<file path="src/rtl/dmem_arbiter.sv">
// Round-robin data-memory arbiter between the core data port and the loader/DMA port,
// with a bounded burst lock and a one-cycle registered read response.
module dmem_arbiter #(
    parameter int AW        = 32,
    parameter int DW        = 32,
    parameter int MAX_BURST = 8
) (
    input  logic          clk,
    input  logic          reset,
    input  logic          m0_req,
    input  logic          m0_we,
    input  logic          m0_lock,
    input  logic [AW-1:0] m0_addr,
    input  logic [DW-1:0] m0_wdata,
    output logic          m0_gnt,
    output logic          m0_rvalid,
    output logic [DW-1:0] m0_rdata,
    input  logic          m1_req,
    input  logic          m1_we,
    input  logic          m1_lock,
    input  logic [AW-1:0] m1_addr,
    input  logic [DW-1:0] m1_wdata,
    output logic          m1_gnt,
    output logic          m1_rvalid,
    output logic [DW-1:0] m1_rdata,
    output logic          MemWrite,
    output logic [AW-1:0] DataAdr,
    output logic [DW-1:0] WriteData,
    input  logic [DW-1:0] ReadData,
    output logic [1:0]    owner
);

    localparam int CW = $clog2(MAX_BURST + 1);
    localparam logic [CW-1:0] MAXC = CW'(MAX_BURST);
    localparam logic [CW-1:0] ONE  = CW'(1);

    typedef enum logic [1:0] {
        IDLE  = 2'd0,
        LOCK0 = 2'd1,
        LOCK1 = 2'd2
    } state_t;

    state_t        state, state_nx;
    logic [CW-1:0] burst_cnt, cnt_nx, cnt_inc;
    logic          prio, prio_nx;
    logic          hold0, hold1;

    // The lock owner keeps the port until its budget runs out; after that
    // the normal round-robin choice applies, and prio already points away.
    assign hold0 = (state == LOCK0) && m0_req && (burst_cnt < MAXC);
    assign hold1 = (state == LOCK1) && m1_req && (burst_cnt < MAXC);

    always_comb begin
        m0_gnt = 1'b0;
        m1_gnt = 1'b0;
        if (!reset) begin
            if (hold0) begin
                m0_gnt = 1'b1;
            end else if (hold1) begin
                m1_gnt = 1'b1;
            end else if (m0_req && m1_req) begin
                m0_gnt = !prio;
                m1_gnt = prio;
            end else begin
                m0_gnt = m0_req;
                m1_gnt = m1_req;
            end
        end
    end

    assign owner = {m1_gnt, m0_gnt};

    always_comb begin
        MemWrite  = 1'b0;
        DataAdr   = '0;
        WriteData = '0;
        if (m0_gnt) begin
            MemWrite  = m0_we;
            DataAdr   = m0_addr;
            WriteData = m0_wdata;
        end else if (m1_gnt) begin
            MemWrite  = m1_we;
            DataAdr   = m1_addr;
            WriteData = m1_wdata;
        end
    end

    assign cnt_inc = (burst_cnt == MAXC) ? MAXC : burst_cnt + ONE;

    always_comb begin
        state_nx = IDLE;
        cnt_nx   = '0;
        prio_nx  = prio;
        if (m0_gnt) begin
            prio_nx = 1'b1;
            if (m0_lock) begin
                state_nx = LOCK0;
                cnt_nx   = (state == LOCK0) ? cnt_inc : ONE;
            end
        end else if (m1_gnt) begin
            prio_nx = 1'b0;
            if (m1_lock) begin
                state_nx = LOCK1;
                cnt_nx   = (state == LOCK1) ? cnt_inc : ONE;
            end
        end
    end

    always_ff @(posedge clk) begin
        if (reset) begin
            state     <= IDLE;
            burst_cnt <= '0;
            prio      <= 1'b0;
        end else begin
            state     <= state_nx;
            burst_cnt <= cnt_nx;
            prio      <= prio_nx;
        end
    end

    always_ff @(posedge clk) begin
        if (reset) begin
            m0_rvalid <= 1'b0;
            m1_rvalid <= 1'b0;
            m0_rdata  <= '0;
            m1_rdata  <= '0;
        end else begin
            m0_rvalid <= m0_gnt && !m0_we;
            m1_rvalid <= m1_gnt && !m1_we;
            if (m0_gnt && !m0_we) begin
                m0_rdata <= ReadData;
            end
            if (m1_gnt && !m1_we) begin
                m1_rdata <= ReadData;
            end
        end
    end

endmodule

</file>
<file path="config.mk">
export PLATFORM = sky130hd
export DESIGN_NAME = dmem_arbiter
export DESIGN_NICKNAME = d
export VERILOG_FILES = /design/src/rtl/dmem_arbiter.sv
export SDC_FILE = /design/constraint.sdc
export NUM_CORES = 1
export LEC_CHECK = 0
export BUFFER_PORTS_ARGS = -buffer_cell sky130_fd_sc_hd__buf_2
export CAP_MARGIN = 5
export CORE_MARGIN = 3
export CORE_UTILIZATION = 25
export CTS_CLUSTER_DIAMETER = 120
export CTS_CLUSTER_SIZE = 8
export DETAILED_ROUTE_END_ITERATION = 10
export PLACE_DENSITY_LB_ADDON = 0.25
export SKIP_CTS_REPAIR_TIMING = 1
export SYNTH_ARGS = -nofsm -noshare
export SYNTH_HDL_FRONTEND = slang
export SYNTH_SLANG_ARGS = --single-unit
</file>
<file path="constraint.sdc">
create_clock -name clk -period 2.2 [get_ports clk]
set_input_delay 0.33 -clock clk [delete_from_list [all_inputs] [get_ports clk]]
set_output_delay 0.33 -clock clk [all_outputs]
set_load 0.01 [all_outputs]
</file>
==> flow_results.org, run 1 <==
** Synthesis
- Of the post-synthesis cell area, the part taken by muxes is roughly an eighth.
- Summing the areas of all compound-gate instances in the mapped netlist gives between 20% and 30% of the synthesized area.
- The cell count after synthesis came out at roughly 380.
- sky130_fd_sc_hd__dfxtp_1 is the most common cell in the netlist.
- Xor and xnor area share after synthesis :: less than 1%
- Flops & latches, synth :: 73
- Fraction of synthesized cell area taken by the top area cell type :: approximately two fifths
- Cell Area, Synth :: 0.00369 mm^2
- For this run, the number of Yosys warnings is 0.
- Combinational family with the most area after synthesis :: compound AO/OA/AOI/OAI gates
- Sorting the synthesized cells by how often they occur yields sky130_fd_sc_hd__dfxtp_1 (73), sky130_fd_sc_hd__a22o_1 (66), sky130_fd_sc_hd__nand2_1 (37).
- Top flip-flop cell by instance count after synthesis :: sky130_fd_sc_hd__dfxtp_1
- For this run, the register share of the synthesized area comes to around two fifths.
- Total nets after synthesis :: about 550
- Yosys attributes the largest share of cell area to sky130_fd_sc_hd__dfxtp_1 (40%), sky130_fd_sc_hd__a22o_1 (16%), sky130_fd_sc_hd__mux2_4 (9.8%).
- FFs w/ async S/R, synth :: 0%
- Yosys mapped the design onto 35 distinct sky130hd cell types.
- In this run, synthesis inferred 0 flip-flops with an integrated enable.
- Of the total synthesized cell area, the portion taken by full adders, half adders and majority gates is 0.678%.
- In this run the mean area of a mapped cell was 9.66 um^2.
- The biggest area contributor in the post-synthesis netlist is sky130_fd_sc_hd__dfxtp_1.
- Share of synthesized cell area in and, or, nand and nor gates :: between 10% and 20%

** Global routing
- The number of global-route vias before repair was between 4k and 5k.
- Maximum number of pins on one net before global-route repair :: between 50 and 60
- The first global-routing pass estimated between 20000 and 25000 um of wire.
- Total global routing track utilization :: 17.5%
- Total congestion overflow :: 0
- The initial antenna violation count was 2.

** Power
- Net switching is 26.8% of the power.
- In this run, the combinational gates consume between 20% and 30% of the power.
- Registers are responsible for between 30% and 40% of the overall power.
- The internal portion of the total power is 2.66 mW.
- Power spent charging and discharging nets :: 0.973 mW
- Across the VDD grid, the largest voltage drop is 0.000436 V.
- Power density of the placed cells :: 616 mW/mm^2
- In this run, the clock network consumes approximately two fifths of the power.
- Leakage :: around 3.2 nW

** STA
- In this run the tightest slew margin relative to its limit is 71.4%.
- Max Transition Viols Final :: 0
- At the pin with the least slew margin, the transition time is between 400 and 500 ps.
- Fin Clk Skew :: 5.82 ps
- Clock period minus final worst setup slack :: around 2400 ps
- Final Hold Violating Endpoints :: 0
- Setup violations remaining at the end of the flow were counted as 67.
- Final worst-path cycle share :: 110%
- Timing would allow up to a little over 400 MHz.
- Setup repair after global routing could not meet its margin everywhere.
- Worst setup slack after layout :: -221 ps
- Setup total negative slack on the finished layout was measured at -7880 ps.

** Floorplanning
- Std cell rows :: between 40 and 50
- After floorplanning, the core was sized to cover roughly 0.014 mm^2.
- The die is approximately 130 um tall.
- For this configuration, the core starts out at a cell density of about a quarter.
- During I/O placement, the number of pins put on the boundary was around 300.
- The die covers 0.0162 mm^2.
- Horizontal extent of the die :: about 130 um

** Critical path
- Cell type of the slowest stage on the worst timing path :: sky130_fd_sc_hd__dfxtp_4
- RR Startpoint :: burst_cnt[3]
- Critical-path maximum fanout :: 5
- The most critical setup path has its startpoint at burst_cnt[3].
- Crit path required time :: approximately 1900 ps
- Depth of the worst register-to-register path :: 5
- Capturing instance or port of the critical path :: DataAdr[3]
- Reg2Reg Capture Point :: m1_rdata[7]
- Type of element launching the critical path :: flip-flop
- For this run, the slowest stage of the critical path takes approximately 370 ps.
- Setup crit end kind :: output port
- For the worst setup path, the data arrival time is 2090 ps.
- Register-to-register path setup slack :: around 370 ps
- The signal on the critical path passes through o21ba_4 -> nand2b_4 -> a311oi_4 -> buf_6 -> buf_8 -> a22o_1 -> buf_2.
- Class of the most critical setup path :: flip-flop to output port

** Final layout
- The final layout contains 850 nets.
- Share of cells above drive strength 1 :: 55.6%
- Relative area change from synthesis to final layout :: 59.9%
- Post-route non-filler standard cell count :: ~870
- Final Instance Area :: between 0.005 and 0.006 mm^2
- Util after Layout :: about two fifths
- Counting the fill cells in the layout gives between 1k and 1.5k.

** Place
- DP Area :: between 0.005 and 0.006 mm^2
- Summed over all nets, the half-perimeter wirelength after detailed placement is approximately 12000 um.
- The number of placed instances, taps included, is 840.
- Last weighted congestion value of the routability-driven placer :: between 0.8 and 0.9
- Setup slack at placement :: 49.7 ps
- Number of buffer cells added on primary ports :: around 300

** Status
- Outcome :: complete, but fails checks
- The final reports fail on setup timing.

** Drt
- Remaining design rule violation count :: 0
- The detailed router finished its first iteration with 143 violations.
- Total iterations of the first detailed-routing run :: 5
- Via count normalized by instance count :: slightly below 5
- DR vias :: between 4k and 5k
- Summed over all layers, the routed wires come to 16200 um.
- The count of nets left with antenna violations once routing finished came out at 0.
- Dividing the detail-routed wire length by the instance count gives around 19 um.

** Clocking
- TritonCTS clock tree :: done
- For this design, the sink count on the clock tree is 73.
- After clock tree synthesis, the clock-pin slew on the worst setup and hold paths is approximately 60 ps.
- CTS buffer count :: 9
- Root buffer selected by CTS :: sky130_fd_sc_hd__clkbuf_16
- Clock latency of the later-clocked register in the worst-skew pair :: ~330 ps
- Buffer levels on the longest clock path :: 2
- The H-tree generated during clock tree synthesis spans 3 levels.

** Worst hold path
- In this run the worst hold path is classified as input port to flip-flop.

** Flow run
- Across the run, the number of max-cap violations was 0.
power by group through the flow:
stage | clock network [mW] | registers (mW) | logic (mW)
floorplan | 0 | 1.46 | 0.320
global placement | 0 | 1.43 | 0.721
detailed placement | 0 | 1.44 | 0.726
CTS | 1.51 | 1.41 | 0.729
global route | 1.57 | 1.41 | 0.815
finish | 1.47 | 1.41 | 0.757
metal layers:
metal / GRT usage [%] / wire [um] / up-vias
met5: 0 / 0 / -
met4: 5.99 / 291 / 0
met3: 5.31 / 1440 / 19
met2: 29.6 / 7910 / 197
met1: 21.2 / 6510 / 1955
li1: - / - / 1996
worst min path at each step:
stage / from / endpoint / slack [ps] / depth (start not counted)
6_report: ReadData[7] / m1_rdata[7] / 220 / 2
5_1_grt: ReadData[17] / m0_rdata[17] / 230 / 3
4_1_cts: ReadData[7] / m1_rdata[7] / 210 / 2
3_5_place_dp: m1_rdata[0] / m1_rdata[0] / 460 / 2
3_3_place_gp: m1_rdata[0] / m1_rdata[0] / 440 / 2
2_1_floorplan: m1_lock / state[1] / 450 / 1
cell type report:
| type | count | area, um^2 | share of cell area (%) |
|---|---|---|---|
| Antenna cell | 1 | 2.50 | 0.0424 |
| Clock buffer | 12 | 246 | 4.18 |
| Clock inverter | 4 | 52.6 | 0.891 |
| Inverter | 10 | 37.5 | 0.636 |
| Multi-Input combinational cell | 259 | 2060 | 34.9 |
| Sequential cell | 73 | 1470 | 24.9 |
| Tap cell | 180 | 225 | 3.82 |
| Timing Repair Buffer | 327 | 1810 | 30.7 |
metrics by stage:
stage / hold slack, ps / power, mW
2_1_floorplan: 452 / 1.78
3_3_place_gp: 443 / 2.16
3_5_place_dp: 456 / 2.16
4_1_cts: 211 / 3.65
5_1_grt: 226 / 3.80
6_report: 225 / 3.63
cells by family after synthesis:
| group | after synthesis |
|---|---|
| xor gates and xnor gates | 1 |
| AOI/OAI and AO/OA | 114 |
| buffers and inverters | 50 |
| muxes | 32 |
| and+or+nand+nor | 110 |
| DFF | 73 |
| adders and majority gates | 2 |
cells in the final DEF, fill, tap and decap left out, drive strengths merged:
cell	synthesis	layout
a211oi	1	1
a21boi	1	1
a21oi	1	1
a22o	66	66
a311o	1	1
a311oi	1	1
and2	1	1
and3	1	1
buf	18	325
bufinv	0	1
clkbuf	22	14
clkinv	0	3
dfxtp	73	73
diode	0	1
ha	2	2
inv	10	10
mux2	27	27
mux2i	5	5
nand2	37	37
nand2b	5	5
nand3	28	28
nand3b	3	3
nor2	2	2
nor2b	29	29
nor3	1	1
nor3b	2	2
o211ai	32	32
o21ai	7	7
o21ba	1	1
o221a	1	1
o221ai	1	1
o22a	1	1
or2	1	1
xor2	1	1
critical path, delay by kind of cell, from the launching register on:
kind	cells	cell delay, ps
AO/OA/AOI/OAI	3	770
buffers and inverters	3	490
AND/OR/NAND/NOR	1	150
flip-flops	1	370
state kept, by name, summed over array words and instances (netlist names):
register   flops
m1_rvalid      1
state          2
prio           1
m1_rdata      32
burst_cnt      4
m0_rdata      32
m0_rvalid      1
No activity file was read; power rests on OpenSTA's default activity.
==> inputs of run 2 (changes only) <==
--- a/config.mk
+++ b/config.mk
@@ -13,6 +13,7 @@
 export CTS_CLUSTER_SIZE = 8
 export DETAILED_ROUTE_END_ITERATION = 10
 export PLACE_DENSITY_LB_ADDON = 0.25
+export RECOVER_POWER = 100
 export SKIP_CTS_REPAIR_TIMING = 1
 export SYNTH_ARGS = -nofsm -noshare
 export SYNTH_HDL_FRONTEND = slang
==> run 2 against run 1 <==
Net effect: the flow still finishes with violations (setup timing); global-route usage did not move; hold slack got worse by 0.84 ps; setup slack barely moved; clock-buffer cell count did not move; maximum frequency barely moved; sequential share of layout area rose by 0.35 points; clock skew rose by 1.7 ps; die area did not move; first-iteration DRC count fell by 2.8%; flip-flop and latch count did not move.
==> flow_results.org, run 2 (same netlist as run 1, synthesis figures left out) <==
** Place
- The number of placed instances with taps included was 840 (unchanged).
- The post-DP HPWL was 12300 um (unchanged).
- Number of buffer cells added on primary ports :: 302 (unchanged)
- The weighted congestion reported at the end of routability-driven placement was 0.870 (unchanged).
- DP Area :: 0.00542 mm^2 (unchanged)

** Floorplanning
- The overall die width is 127 um (unchanged).
- The core footprint is 0.0141 mm^2 (unchanged).
- The die boundary height came to 127 um (unchanged).
- Std cell rows :: 43 (unchanged)
- Full die area :: 0.0162 mm^2 (unchanged)
- Initial Utilization :: 26.1% (unchanged)
- Total I/O pin count :: 303 (unchanged)

** Drt
- Via count normalized by instance count :: 4.83 (+0.31%)
- The routed length per placed instance was 18.7 um (about the same).
- Total iterations of the first detailed-routing run :: 4 (-1)
- The number of design-rule violations left by the first detailed-router iteration came to 139 (-2.8%).
- The via total after detailed routing is 4180 (+0.31%).
- Remaining design rule violation count :: 0 (unchanged)
- The residual antenna-violating net count after detailed routing came to 0 (unchanged).
- Detailed-route wire length :: 16200 um (about the same)

** Critical path
- Maximum cell stage delay along the critical path :: 370 ps (about the same)
- The worst setup path is captured at an output port.
- CP cell instances :: o21ba_4 -> nand2b_4 -> a311oi_4 -> buf_6 -> buf_8 -> a22o_1 -> buf_2
- Gate family responsible for the most delay along the worst path :: compound AO/OA/AOI/OAI gates
- Type of element launching the critical path :: flip-flop
- WP buf/inv :: 3 (unchanged)
- Crit path required time :: 1870 ps (about the same)
- By startpoint and endpoint, the worst setup path is classified as flip-flop to output port.
- The maximum fanout count along the critical path is 5 (unchanged).
- Cell type of the slowest stage on the worst timing path :: sky130_fd_sc_hd__dfxtp_4
- The data arrival at the endpoint of the critical path was 2090 ps (about the same).

** Final layout
- The share of post-route cells with drive strength above 1 came to 46.0% (-9.6 points).
- The total of fill cells in the finished design was 1441 (+2.0%).
- Util after Layout :: 41.1% (-0.58 points)
- The final cell count without fillers was 866 (unchanged).
- Relative area change from synthesis to final layout :: 57.7%
- The final instance area came to 0.00582 mm^2 (-1.4%).
- Largest registers :: m0_rdata (32), m1_rdata (32), burst_cnt (4)
- In the layout the commonest cells are sky130_fd_sc_hd__buf_2 (235), sky130_fd_sc_hd__dfxtp_1 (71), sky130_fd_sc_hd__clkbuf_1 (68), sky130_fd_sc_hd__a22o_1 (66), sky130_fd_sc_hd__nand2_1 (37).
- Net count reported at finish :: 850 (unchanged)
- Leading cell type in the layout, fill and taps excluded :: sky130_fd_sc_hd__buf_2
- Total area of multi-input combinational cells :: 0.00206 mm^2 (unchanged)
- Register cell area after layout :: 0.00147 mm^2 (unchanged)

** Global routing
- The remaining global-route overflow was 0 (unchanged).
- The initial antenna violation count came to 2 (unchanged).
- Wire length of the first global-routing pass :: 22400 um (unchanged)
- Vias in the first global route :: 4136 (unchanged)
- The met3 track demand over resource in global routing came to 5.31% (unchanged).
- Met1 global-route usage :: 21.2% (unchanged)
- Total global routing track utilization :: 17.5% (unchanged)
- GRT Max-Usage Layer :: met2
- Maximum number of pins on one net before global-route repair :: 57 (unchanged)
- GR Util met2 :: 29.6% (unchanged)

** Status
- The run finished, with violations left.
- Failing checks :: setup timing

** STA
- The relative slew slack is 71.8% (+0.42 points).
- RSZ-0062 raised after global routing :: yes
- Worst Hold Slack :: 224 ps (-0.835 ps)
- The final critical delay including setup and external delays is 2420 ps (+0.456 ps).
- The transition time at the pin with the least slew margin is 422 ps (-6.37 ps).
- Worst setup slack after layout :: -222 ps (-0.456 ps)
- Max Fclk :: 413 MHz (about the same)
- Fin Clk Skew :: 7.54 ps (+1.71 ps)
- The number of hold violations in the final report was 0 (unchanged).
- Final number of setup-violating endpoints :: 67 (unchanged)
- Final worst-path cycle share :: 110% (about the same)
- The number of max-slew violations in the final report came to 0 (unchanged).

** Clocking
- Number of levels in the clock H-tree :: 3 (unchanged)
- CTS placed an instance of sky130_fd_sc_hd__clkbuf_16 at the clock tree root.
- The clock transition at the register clock pins on the worst setup and hold paths after CTS was 60 ps (about the same).
- Number of clock sinks :: 73 (unchanged)
- TritonCTS clock tree :: done
- Buffer levels on the longest clock path :: 2 (unchanged)
- CTS buffer count :: 9 (unchanged)
- The clock latency on the worst-skew pair is 330 ps (about the same).

** Flow run
- The reported max-cap violation count is 0 (unchanged).

** Power
- The peak supply drop is 0.000445 V (+2.2%).
- Power density of the placed cells :: 623 mW/mm^2 (+1.1%)
- Leakage :: 2.96 nW (-8.6%)

** Worst hold path
- The path class of the tightest hold or removal check is input port to flip-flop.
==> run 2: final timing paths <==
kind | startpoint | cells after the start | slack [ps] | end
setup / recovery | burst_cnt[3] | 7 | -220 | DataAdr[3]
hold / removal | ReadData[7] | 2 | 220 | m1_rdata[7]
setup reg to reg | burst_cnt[3] | 6 | 370 | burst_cnt[3]
hold reg to reg | m1_rdata[0] | 2 | 460 | m1_rdata[0]
==> run 2: routing by layer <==
layer	wire length, um	vias to the layer above
met5	0	-
met4	330	0
met3	1450	23
met2	7920	199
met1	6460	1962
li1	-	1996
==> run 2: through the flow <==
step                total power, mW  worst slack [ps]  TNS (ps)
floorplan                      1.78               232         0
global placement               2.16              96.5         0
detailed placement             2.16              49.7         0
CTS                            3.65              -321    -16910
global route                   3.79              -270    -12890
finish                         3.62              -222     -7850
==> run 2: area by class of cell <==
type                       count  share of cell area, %
timing repair buffer         327                   29.7
tap                          180                   3.87
sequential                    73                   25.3
clock buffer                  12                   4.24
multi-input combinational    259                   35.3
clock inverter                 4                  0.904
inverter                      10                  0.645
antenna                        1                 0.0430
==> run 2: power by group <==
| group | total, mW | switching, mW | internal [mW] | leakage [nW] |
|---|---|---|---|---|
| Sequential | 1.41 | 0.0312 | 1.38 | 0.596 |
| Clock | 1.47 | 0.557 | 0.912 | 0.147 |
| Combinational | 0.743 | 0.386 | 0.357 | 2.22 |
==> inputs of run 3 (changes only) <==
--- a/config.mk
+++ b/config.mk
@@ -5,6 +5,7 @@
 export SDC_FILE = /design/constraint.sdc
 export NUM_CORES = 1
 export LEC_CHECK = 0
+export ABC_AREA = 1
 export BUFFER_PORTS_ARGS = -buffer_cell sky130_fd_sc_hd__buf_2
 export CAP_MARGIN = 5
 export CORE_MARGIN = 3
==> run 3 against run 2 <==
Net effect: the flow now finishes without violations; flip-flop and latch count stayed put; via count is 14% higher; total power is 3.2% higher; die area is 11% higher; hold slack worse by 12 ps; design area is 4.2% higher; largest power group unchanged.
==> flow_results.org, run 3 <==
** Floorplanning
- The count of standard-cell rows was 46 (+7.0%).
- Horizontal extent of the die :: 134 um (+5.4%)
- Full die area :: 0.0180 mm^2 (+11%)
- The die boundary height was 134 um (+5.4%).
- The core footprint was 0.0160 mm^2 (+13%).
- Initial Utilization :: 25.7% (-0.35 points)
- Total I/O pin count :: 303 (unchanged)

** Power
- The power density over the cells came to 617 mW/mm^2 (-1.0%).
- The share of total power in combinational logic came to 22.5% (+2.0 points).
- The portion of total power attributed to the clock network is 39.0% (-1.6 points).
- Register share of total power :: 38.5% (-0.4 points)
- The total power of the final layout is 3.74 mW (+3.2%).
- Int Pwr :: 2.62 mW (-0.96%)
- Leakage :: 3.45 nW (+16%)
- Peak ir drop on the vdd network :: 0.000388 V (-13%)
- The net switching share of the total power came to 29.8% (+2.9 points).
- Power spent charging and discharging nets :: 1.11 mW (+14%)

** Drt
- Via count normalized by instance count :: 3.94 (-18%)
- The via total after detailed routing is 4748 (+14%).
- The routed length per placed instance was 12.7 um (-32%).
- The count of TritonRoute iterations in the first routing pass was 4 (unchanged).
- The routed wire length came to 15300 um (-5.1%).
- The residual DRC count is 0 (unchanged).
- Antenna violation net count after detailed routing :: 0 (unchanged)
- Initial drt markers :: 158 (+14%)

** Place
- The weighted congestion reported at the end of routability-driven placement is 0.783 (-10%).
- The post-place instance area was 0.00577 mm^2 (+6.4%).
- The post-DP HPWL was 11500 um (-6.6%).
- The number of buffers inserted by port buffering is 302 (unchanged).

** Clocking
- Clock transition at the register clock pins on the worst setup and hold paths after CTS :: 60 ps (about the same)
- Buffer levels on the longest clock path :: 2 (unchanged)
- TritonCTS clock tree :: done
- CTS buffer count :: 9 (unchanged)
- Number of levels in the clock H-tree :: 3 (unchanged)
- Clock latency of the later-clocked register in the worst-skew pair :: 330 ps (about the same)
- Root buffer selected by CTS :: sky130_fd_sc_hd__clkbuf_16
- Number of clock sinks :: 73 (unchanged)

** STA
- The final critical delay including setup and external delays is 2070 ps (-353 ps).
- The worst hold-check slack is 212 ps (-12.0 ps).
- RSZ-0062 raised after global routing :: no
- Slew Limit Headroom :: 51.1% (-21 points)
- Max Transition Viols Final :: 0 (unchanged)
- Final Hold Violating Endpoints :: 0 (unchanged)
- The maximum clock skew at final layout is 9.46 ps (+1.92 ps).
- The setup total negative slack was 0 ps (+7850 ps).
- The achievable clock frequency was 483 MHz (+17%).
- Transition at the pin with the smallest max-transition slack :: 734 ps (+311 ps)
- The share of the cycle needed by the critical path after routing was 94.1% (-16 points).
- Final number of setup-violating endpoints :: 0 (-100%)

** Final layout
- Largest registers :: m0_rdata (32), m1_rdata (32), burst_cnt (4)
- In the layout the commonest cells are sky130_fd_sc_hd__nand2_1 (328), sky130_fd_sc_hd__buf_2 (180), sky130_fd_sc_hd__nor2_1 (103), sky130_fd_sc_hd__clkbuf_1 (82), sky130_fd_sc_hd__inv_1 (76).
- Net count reported at finish :: 1150 (+35%)
- Share of cells above drive strength 1 :: 31.5% (-15 points)
- Filler cell count :: 1838 (+28%)
- The final instance area was 0.00606 mm^2 (+4.2%).
- The sequential cell area in the final layout came to 0.00146 mm^2 (-0.34%).
- From synthesis to final layout, the design area changed by 47.3%.
- The core occupancy in the finished layout is 37.9% (-3.2 points).
- The area occupied by multi-input gates is 0.00207 mm^2 (+0.61%).
- Leading cell type in the layout, fill and taps excluded :: sky130_fd_sc_hd__nand2_1

** Synthesis
- Mapped Avg Cell Area :: 6.01 um^2 (-38%)
- The post-synthesis sequential area ratio was 35.5% (-4.1 points).
- In the synthesized netlist, the cells that appear most often are sky130_fd_sc_hd__nand2_1 (328), sky130_fd_sc_hd__nor2_1 (103), sky130_fd_sc_hd__inv_1 (75).
- Cells taking the most area after synthesis :: sky130_fd_sc_hd__dfxtp_1 (36%), sky130_fd_sc_hd__nand2_1 (30%), sky130_fd_sc_hd__nor2_1 (9.4%)
- Total nets after synthesis :: 855 (+55%)
- The synthesized instance count is 685 (+79%).
- Most frequently used cell type in the post-synthesis netlist :: sky130_fd_sc_hd__nand2_1
- Top flip-flop cell by instance count after synthesis :: sky130_fd_sc_hd__dfxtp_1
- The top-area cell type share of the netlist area came to 35.5% (-4.1 points).
- The count of yosys warnings during synthesis was 0 (unchanged).
- The async set or reset register ratio after synthesis came to 0% (unchanged).
- Library cells used by synthesis :: 22 (-37%)
- Most area-hungry cell type in the Yosys netlist :: sky130_fd_sc_hd__dfxtp_1
- Count of flip-flops with a built-in enable after synthesis :: 0 (unchanged)
- Flops & latches, synth :: 73 (unchanged)
- The area of the mapped netlist came to 0.00412 mm^2 (+12%).

** Critical path
- Critical path arrival :: 1740 ps (-350 ps)
- Depth of the worst register-to-register path :: 11 (+5)
- Critical-path maximum fanout :: 25 (+20)
- The setup path with the least slack is of type flip-flop to output port.
- Crit path required time :: 1870 ps (about the same)
- Setup crit end kind :: output port
- Type of element launching the critical path :: flip-flop
- Register-to-register path setup slack :: 280 ps (-90 ps)
- The worst register-to-register path begins at state[0].
- Reg2Reg Capture Point :: m0_rdata[23]

** Global routing
- Vias in the first global route :: 4281 (+3.5%)
- The global-route usage over all layers came to 15.5% (-2.0 points).
- Maximum number of pins on one net before global-route repair :: 66 (+16%)
- Total congestion overflow :: 0 (unchanged)
- Number of antenna violations at the first check in global routing :: 4 (+2)
- The first-pass GRT wire length was 22200 um (-0.71%).

** Worst hold path
- Min-Delay Startpoint :: ReadData[30]
- The path with the worst hold slack has its endpoint at m0_rdata[30].
- The min-delay analysis places its worst path in the category input port to flip-flop.
- WHS Path Cells :: 3 (+1)

** Flow run
- The reported max-cap violation count came to 0 (unchanged).

** Status
- Outcome :: completed
-- run 3: cell types whose count changed in the layout (fill, tap and decap cells not counted), sizes merged, moves of 7 or more --
cell | before | now
a22o | 66 | 0
nand2 | 37 | 374
nand3 | 28 | 5
clkbuf | 80 | 136
buf | 259 | 192
o211ai | 32 | 0
mux2 | 27 | 0
o21ai | 7 | 0
nor2 | 2 | 106
inv | 10 | 80
nor2b | 29 | 0
-- run 3: through the flow --
step                      setup WS (ps)  std cells
after global routing               2.94       1204
after detailed placement            261       1177
after CTS                         -98.1       1193
after floorplan                     597        685
after global placement              283       1177
final                               131       1205
-- run 3: how the worst max path moves through the flow --
stage | start | end
global placement | m0_req | WriteData[6]
global route | state[1] | DataAdr[31]
finish | state[1] | DataAdr[24]
detailed placement | m0_req | WriteData[9]
floorplan | state[1] | DataAdr[0]
CTS | state[0] | WriteData[9]
-- run 3: worst max-delay path, stage by stage (launching register included) --
cell                       delay (ps)
sky130_fd_sc_hd__dfxtp_2          350
sky130_fd_sc_hd__inv_2             50
sky130_fd_sc_hd__nor2_4           120
sky130_fd_sc_hd__nand2_2           70
sky130_fd_sc_hd__nand2_2           80
sky130_fd_sc_hd__nand3_2          150
sky130_fd_sc_hd__clkinv_4         130
sky130_fd_sc_hd__buf_12           160
sky130_fd_sc_hd__nand2_1           90
sky130_fd_sc_hd__nand2_1           80
sky130_fd_sc_hd__clkbuf_2         120
-- run 3: metal layers --
| metal | wire [um] | global-route usage (%) | vias to the layer above |
|---|---|---|---|
| met2 | 7650 | 28.2 | 174 |
| met1 | 6010 | 16.3 | 1981 |
| met4 | 275 | 5.71 | 2 |
| met5 | 7 | 0 | - |
| met3 | 1400 | 5.59 | 20 |
| li1 | - | - | 2571 |
-- run 3: cell type report --
cell class	instances	share of cell area, %
Timing Repair inverter	1	0.145
Multi-Input combinational cell	496	34.1
Clock buffer	9	3.72
Antenna cell	4	0.165
Clock inverter	7	1.16
Tap cell	216	4.46
Timing Repair Buffer	319	26.8
Sequential cell	73	24.2
Inverter	80	5.24
-- run 3: kinds of logic (layout without fill, tap and decap cells) --
logic type	after synthesis	in the layout	synth area share (%)
compound gates	4	4	0.578
xor+xnor	2	2	0.426
fa+ha+maj	2	2	0.608
buf+inv	116	416	14.4
flops	73	73	35.5
other cells	0	4	0
simple gates	488	488	48.4
-- run 3: power groups by stage --
stage | logic, mW | clock network (mW) | registers, mW
after detailed placement | 0.840 | 0 | 1.47
after global routing | 0.938 | 1.57 | 1.45
after floorplan | 0.414 | 0 | 1.50
after CTS | 0.843 | 1.52 | 1.44
after global placement | 0.840 | 0 | 1.46
final | 0.840 | 1.46 | 1.44
